<file path="src/rtl/br_resolve.sv">
// Branch resolver: compares EX results against the frontend prediction and issues a
// registered redirect with epoch tagging. Optional perf counters: BR_RESOLVE_PERF_EN.
package br_resolve_pkg;
  typedef struct packed {
    logic        flush;
    logic [29:0] br_target;
  } bpu_update_t;
endpackage

module br_resolve
  import br_resolve_pkg::*;
#(
  parameter int unsigned EPOCH_W     = 2,
  parameter int unsigned HOLD_CYCLES = 2
) (
  input  logic               clk,
  input  logic               rst_n,
  input  logic               ex_valid_i,
  output logic               ex_ready_o,
  input  logic [EPOCH_W-1:0] ex_epoch_i,
  input  logic [31:0]        ex_pc_i,
  input  logic               ex_is_br_i,
  input  logic               ex_taken_i,
  input  logic [31:0]        ex_target_i,
  input  logic               pred_taken_i,
  input  logic [31:0]        pred_npc_i,
  input  logic               exc_flush_i,
  input  logic [31:0]        exc_target_i,
  output bpu_update_t        update_o,
  output logic [EPOCH_W-1:0] epoch_o,
  output logic [31:0]        br_cnt_o,
  output logic [31:0]        mispred_cnt_o
);

  localparam logic [3:0] HoldLoad = 4'(HOLD_CYCLES);

  typedef enum logic [0:0] {StRun, StHold} state_e;

  state_e             state_q;
  logic [3:0]         hold_q;
  logic [EPOCH_W-1:0] epoch_q;
  bpu_update_t        update_q;

  logic        xfer, cur_epoch, br_wrong, mispred, trigger;
  logic [31:0] actual_npc, flush_target;
  logic        unused_bits;

  assign ex_ready_o = (state_q == StRun);
  assign update_o   = update_q;
  assign epoch_o    = epoch_q;

  always_comb begin
    xfer         = ex_valid_i & ex_ready_o;
    cur_epoch    = (ex_epoch_i == epoch_q);
    actual_npc   = (ex_is_br_i & ex_taken_i) ? ex_target_i : ex_pc_i + 32'd4;
    br_wrong     = (ex_taken_i != pred_taken_i) | (ex_taken_i & (ex_target_i != pred_npc_i));
    // A non-branch the frontend predicted taken is a false-predicted branch.
    mispred      = xfer & cur_epoch & (ex_is_br_i ? br_wrong : pred_taken_i);
    trigger      = exc_flush_i | mispred;
    flush_target = exc_flush_i ? exc_target_i : actual_npc;
  end

  // Low target bits are dropped; the frontend works on word addresses.
  assign unused_bits = ^flush_target[1:0];

  always_ff @(posedge clk or negedge rst_n) begin
    if (!rst_n) begin
      state_q            <= StRun;
      hold_q             <= 4'd0;
      epoch_q            <= '0;
      update_q.flush     <= 1'b0;
      update_q.br_target <= 30'd0;
    end else begin
      update_q.flush <= trigger;
      if (trigger) begin
        update_q.br_target <= flush_target[31:2];
        epoch_q            <= epoch_q + EPOCH_W'(1);
        hold_q             <= HoldLoad;
        state_q            <= StHold;
      end else if (state_q == StHold) begin
        hold_q <= hold_q - 4'd1;
        if (hold_q == 4'd1) state_q <= StRun;
      end
    end
  end

`ifdef BR_RESOLVE_PERF_EN
  logic [31:0] br_cnt_q, mispred_cnt_q;

  always_ff @(posedge clk or negedge rst_n) begin
    if (!rst_n) begin
      br_cnt_q      <= 32'd0;
      mispred_cnt_q <= 32'd0;
    end else begin
      if (xfer & cur_epoch & ex_is_br_i) br_cnt_q <= br_cnt_q + 32'd1;
      // Exceptions win the redirect, so they do not count as mispredict flushes.
      if (mispred & ~exc_flush_i) mispred_cnt_q <= mispred_cnt_q + 32'd1;
    end
  end

  assign br_cnt_o      = br_cnt_q;
  assign mispred_cnt_o = mispred_cnt_q;
`else
  assign br_cnt_o      = 32'd0;
  assign mispred_cnt_o = 32'd0;
`endif

endmodule

</file>
<file path="config.mk">
export PLATFORM = sky130hd
export DESIGN_NAME = br_resolve
export DESIGN_NICKNAME = d
export VERILOG_FILES = /design/src/rtl/br_resolve.sv
export SDC_FILE = /design/constraint.sdc
export NUM_CORES = 1
export LEC_CHECK = 0
export ABC_CLOCK_PERIOD_IN_PS = 1700
export CAP_MARGIN = 25
export CELL_PAD_IN_SITES_DETAIL_PLACEMENT = 2
export CELL_PAD_IN_SITES_GLOBAL_PLACEMENT = 2
export CORE_MARGIN = 2
export CORE_UTILIZATION = 18
export DETAILED_ROUTE_END_ITERATION = 8
export PLACE_DENSITY_LB_ADDON = 0.1
export REMOVE_ABC_BUFFERS = 1
export SYNTH_ARGS = -nofsm -noshare
export SYNTH_HDL_FRONTEND = slang
export SYNTH_SLANG_ARGS = --single-unit
</file>
<file path="constraint.sdc">
create_clock -name clk -period 1.7 [get_ports clk]
set_input_delay 0.51 -clock clk [delete_from_list [all_inputs] [get_ports clk]]
set_output_delay 0.51 -clock clk [all_outputs]
set_load 0.01 [all_outputs]
</file>
== Word-level counts from Yosys, hierarchy flattened ==
Index checks and enable logic that the tools add are counted.

* Memory bits (read-only): 0
* Latch bits: 0
* Output and inout port bits: 98
* Memories kept: 0
* Logic and storage cells: 29
* Bits in writable memories: 0
* Register bits after elaboration: 38
* Input port bits: 137

* Reductions and logical operators: 1
* Bitwise operators: 8
* Equality and inequality tests: 4
* Magnitude comparators: 0
* $mul: 0
* Add/subtract/negate cells: 3
* Shift-type cells: 0
* Multiplexer cells: 8
* Div/mod/pow operators: 0

{| class="wikitable"
|+ Operator list
! operator !! count
|-
| 32-bit two-way mux || 2
|-
| 32-bit by 3-bit adder with 32-bit output (second input constant) || 1
|-
| 32-bit != test || 1
|-
| 4-bit two-way mux || 2
|-
| 1-bit AND || 5
|-
| 4-bit by 1-bit equality test with 1-bit output (second input constant) || 1
|-
| 1-bit two-way mux || 4
|-
| 4-bit by 1-bit subtractor with 4-bit output (second input constant) || 1
|-
| 2-bit by 1-bit adder with 2-bit output (second input constant) || 1
|-
| 2-bit equality test || 1
|-
| 1-bit bitwise OR || 2
|-
| 2-bit nonzero test || 1
|-
| 1-bit != test || 1
|-
| 1-bit NOT || 1
|}

== Longest topological paths before layout ==
* Word-level depth: 7
* Mapped depth: 8
* Depth with buffers taken out: 7

== Worst setup path before layout ==
OpenSTA, ideal clock, no wires.

* Kind: in2reg
* From: in pred_npc_i[11]
* To: reg update_q (netlist bit update_o[24])
* Slack: -587 ps
* Path buffers: 2
* Setup time: 141 ps
* Data arrival time: 2,146 ps
* Required time: 1,559 ps
* Cell stages on the path: 8
* Path through: xor2_1 > nor4_1 > nand4_1 > or4_1 > buf_6 > buf_4 > nand4_1 > o311ai_1

* Longest elaborated chain between the ends: 6

{| class="wikitable"
|+ Ends and longest elaborated chain
! item !! RTL line !! text
|-
| start, declared || 26 || <nowiki>input logic [31:0] pred_npc_i,</nowiki>
|-
| 32-bit != test || 56 || <nowiki>br_wrong = (ex_taken_i != pred_taken_i) | (ex_taken_i & (ex_target_i != pred_npc_i));</nowiki>
|-
| 1-bit AND || 56 ||
|-
| 1-bit bitwise OR || 56 ||
|-
| 1-bit two-way mux || 58 || <nowiki>mispred = xfer & cur_epoch & (ex_is_br_i ? br_wrong : pred_taken_i);</nowiki>
|-
| 1-bit AND || 58 ||
|-
| 1-bit bitwise OR || 59 || <nowiki>trigger = exc_flush_i | mispred;</nowiki>
|-
| end, declared || 42 || <nowiki>bpu_update_t update_q;</nowiki>
|}

No other way between the ends.
A chain may end at the register's enable or synchronous reset.

== Worst setup path after layout ==
* From: in ex_target_i[24]
* To: reg update_q (netlist bit update_o[18])

* Longest elaborated chain between the ends: 6

{| class="wikitable"
|+ Ends and longest elaborated chain
! item !! RTL line !! text
|-
| start, declared || 24 || <nowiki>input logic [31:0] ex_target_i,</nowiki>
|-
| 32-bit != test || 56 ||
|-
| 1-bit AND || 56 ||
|-
| 1-bit bitwise OR || 56 ||
|-
| 1-bit two-way mux || 58 ||
|-
| 1-bit AND || 58 ||
|-
| 1-bit bitwise OR || 59 ||
|}

No other way between the ends.

==> results by group <==
Yosys
  – Post-synthesis cell count: ~470
  – Synthesized flop and latch total: 38
  – Post-Syn Area: just under 4000 sq um
  – Yosys cell types: slightly above 60
  – Top-area cell type share of the netlist area: between 20% and 30%
  – Main synth FF type: dfrtp_1
  – Fraction of registers with async set/reset: 100%
  – Register area share after synthesis: between 20% and 30%
  – Synth warn: 0
  – Syn avg cell area: just over 8 sq um
  – Leading post-synthesis cells by cell area: dfrtp_1 25%, buf_4 13%, xor2_1 8.7%
  – Yosys top cell by area: dfrtp_1
  – Number of synthesized flops with an enable pin: 0

STA
  – RSZ-0062 raised after global routing: true
  – Setup violators final: 38
  – Final Cycle Share: 133%
  – Clock Skew: 0.00542 ns
  – PnR worst setup slack: -0.562 ns
  – Maximum clock frequency: around 0.44 GHz
  – Hold_ws: approximately 0.18 ns
  – Slew Viols, Final: 0
  – Final setup TNS: -19.09 ns
  – Final min period: around 2.3 ns
  – Final hold violations: 0

Clock network
  – Root Driver: clkbuf_16
  – CTS tree: yes
  – Clock Pin Slew Worst Setup and Hold Paths: approximately 0.070 ns
  – Htree depth: 2
  – Clock tree buffer depth: 2
  – Worst skew pair latency: 0.30 ns
  – Clock sinks: 38
  – CTS Hold Buffers Added: 0
  – TritonCTS buffer count: 5

GRT
  – M3 GR Usage: approximately 4.2%
  – Overflow after GRT: 0
  – Vias in the first global route: between 5,000 and 6,000
  – Global routing usage on met2: 31.0%
  – First-pass GRT wire length: 30.2 mm
  – Gr busiest metal: met2
  – Initial antenna violation count: 3
  – GRT Util Overall: ~18%
  – Met1 usage: between 20% and 30%
  – Pin count of the biggest net entering global routing: 40

Drt
  – Routed WL per cell: about 20 um
  – TritonRoute pass-1 iters: 4
  – Vias post-DR: 4,504
  – Via density per instance: about 4.4
  – DRC: 0
  – Final WL: between 20 and 25 mm
  – DRT antenna net count: 0
  – DRT iter0 DRCs: between 150 and 200

Setup path
  – Critical path class: in2reg
  – Crit path max-delay family: simple AND/OR/NAND/NOR gates
  – Reg2Reg Setup Slack: -0.07 ns
  – CP peak stage delay: 0.50 ns
  – Arrival time worst endpoint: roughly 2.4 ns
  – Critical path's slowest cell: or4_4
  – Worst r2r src: epoch_o[0]
  – CP Data Required Time: between 1.5 and 2 ns
  – Critical path cell sequence: buf_6 > xor2_2 > nor4_4 > buf_4 > nand4_1 > or4_4 > buf_12 > buf_16 > nand4_1 > o311ai_2
  – CP dominant cell by count: nand4_1
  – Crit Path Max Fanout: 6
  – CP Buf/Inv Count: 4
  – Worst R2R Path Depth: 6
  – CP endpoint kind: register
  – Reg2reg end: update_o[26]
  – CP Launch Type: primary input

Power
  – Logic pwr share: between 40% and 50%
  – Seq pwr share: 28.8%
  – Max VDD drop: roughly 320 uV
  – Int Pwr: around 2.6 mW
  – Leak Pwr: 3.17 nW
  – Clock share of power: between 20% and 30%
  – Power per cell area: approximately 560 nW/um^2
  – Psw: between 1 and 1.5 mW
  – Sw frac: about 36%

Die
  – Starting Density: around 18%
  – Chip Height: ~150 um
  – Core area: 21,000 sq um
  – Row count: 53
  – Die X: around 150 um
  – Area of the die: approximately 23,000 sq um
  – I/O pin count: between 200 and 250

Cells and area
  – Layout Nets: 885
  – Final core occ: 33.7%
  – Layout Cells excl Fill: just over 1,000
  – Layout overhead on the synthesized area: 84.1%
  – Layout cells sized above 1: approximately 36%

Placement
  – PortBufs: around 170
  – Hpwl dp: about 16 mm
  – DP Cell Count: 1,001
  – Post-place setup slack: -1.68 ns
  – GPL Wtd Cong: around 0.81

Job
  – Max cap viols: 0

Outcome
  – Status: complete, but fails checks
  – Failing checks: setup timing

Min path
  – Hold Path Class: in2async
==> state kept, by name, indices dropped and copies added, names as in the netlist <==
register / cells
update_o: 31
hold_q: 4
epoch_o: 2
state_q: 1
==> power groups by stage <==
stage | clock, mW | sequential, mW | combinational [mW]
finish | 1.16 | 1.14 | 1.67
global route | 1.21 | 1.17 | 1.83
CTS | 1.19 | 1.15 | 1.62
detailed placement | 0 | 1.16 | 1.63
global placement | 0 | 1.15 | 1.59
floorplan | 0 | 1.21 | 0.529
==> placed cells by master, fill, tap and decap left out, types with 9 or more instances in the layout <==
cell,instances
xor2_1,14
nand2_1,53
o311ai_2,12
conb_1,64
clkbuf_2,12
o311ai_1,10
nand3_1,9
dlygate4sd2_1,58
o21ai_0,20
nand4_1,31
buf_2,27
inv_1,30
xor2_2,19
nor2_1,18
buf_4,109
clkdlybuf4s50_1,41
buf_6,13
dfrtp_1,38
xnor2_1,15
==> synthesized netlist by cell type (2+ instances only) <==
cell        n
xor2_1     38
nand4_4     2
dfrtp_1    38
inv_1      31
o311ai_1   24
o211ai_1    5
a31oi_1    10
o31ai_1     4
ha_1        3
nor2_1     19
xnor2_1    18
mux2i_1     2
nand2_1    54
o211a_1     2
a221o_1     2
and4_1      2
nor4_2      2
clkbuf_1    9
clkbuf_8    3
buf_2       2
o21ai_0    22
nand4_1    31
or4_1       6
a21oi_1     3
and2_1      2
buf_4      65
nor3_1      6
or3_1       3
buf_6       6
nand3_1    15
nor4_1     11
o2111ai_1   2
and3_1      2
a211oi_1    2
==> worst max-delay path by stage <==
stage	from	endpoint	slack, ns	cells after the start
after floorplan	ex_is_br_i	hold_q[3]	-1.29	6
after global placement	ex_target_i[28]	hold_q[0]	-1.63	10
after detailed placement	ex_target_i[28]	hold_q[0]	-1.68	10
after CTS	ex_target_i[10]	hold_q[2]	-0.59	10
after global routing	ex_target_i[10]	update_o[3]	-0.62	10
final	ex_target_i[24]	update_o[18]	-0.56	10
==> per-stage QoR <==
stage,total power [mW],area (sq um)
2_1_floorplan,1.74,3410
4_1_cts,3.96,6830
6_report,3.97,7070
3_5_place_dp,2.80,6320
3_3_place_gp,2.74,6320
5_1_grt,4.21,7070
==> worst reg2reg max path: stages, from the launching register on <==
cell and delay [ns]:
dfrtp_1 0.39, xnor2_1 0.28, o2111ai_1 0.18, buf_4 0.21
nor2_4 0.27, clkbuf_16 0.23, o311ai_2 0.09
==> layer usage <==
layer,vias to the layer above,share of wire [%]
li1,2091,-
met1,2237,43
met2,162,49
met3,12,6.9
met4,2,1.1
met5,-,0.064
==> final cells by class <==
| cell class | instances | area, sq um |
|---|---|---|
| fill | 2369 | 13900 |
| multi-input combinational | 378 | 2920 |
| timing repair buffer | 290 | 2560 |
| sequential | 38 | 951 |
| tap | 275 | 344 |
| clock buffer | 5 | 125 |
| inverter | 32 | 120 |
| clock inverter | 3 | 45.0 |
| antenna | 2 | 5.00 |
==> cells by family after synthesis <==
logic type	count (synthesis)	synth area share, %
xor+xnor	56	12.8
fa+ha+maj	3	0.977
compound gates	83	15.5
other cells	1	0.0976
mux	2	0.521
flops	38	24.8
simple gates	170	24.8
buf+inv	120	20.6
==> what timing repair did <==
action | in CTS | in global routing
endpoints found under the setup margin | 70 | 40
endpoints found under the hold margin | 0 | 0
gates resized for setup | 313 | 84
cloned | 4 | 1
pin swaps | 69 | 26
buffers inserted | 4 | 5
(Power assumes the default switching activity.)
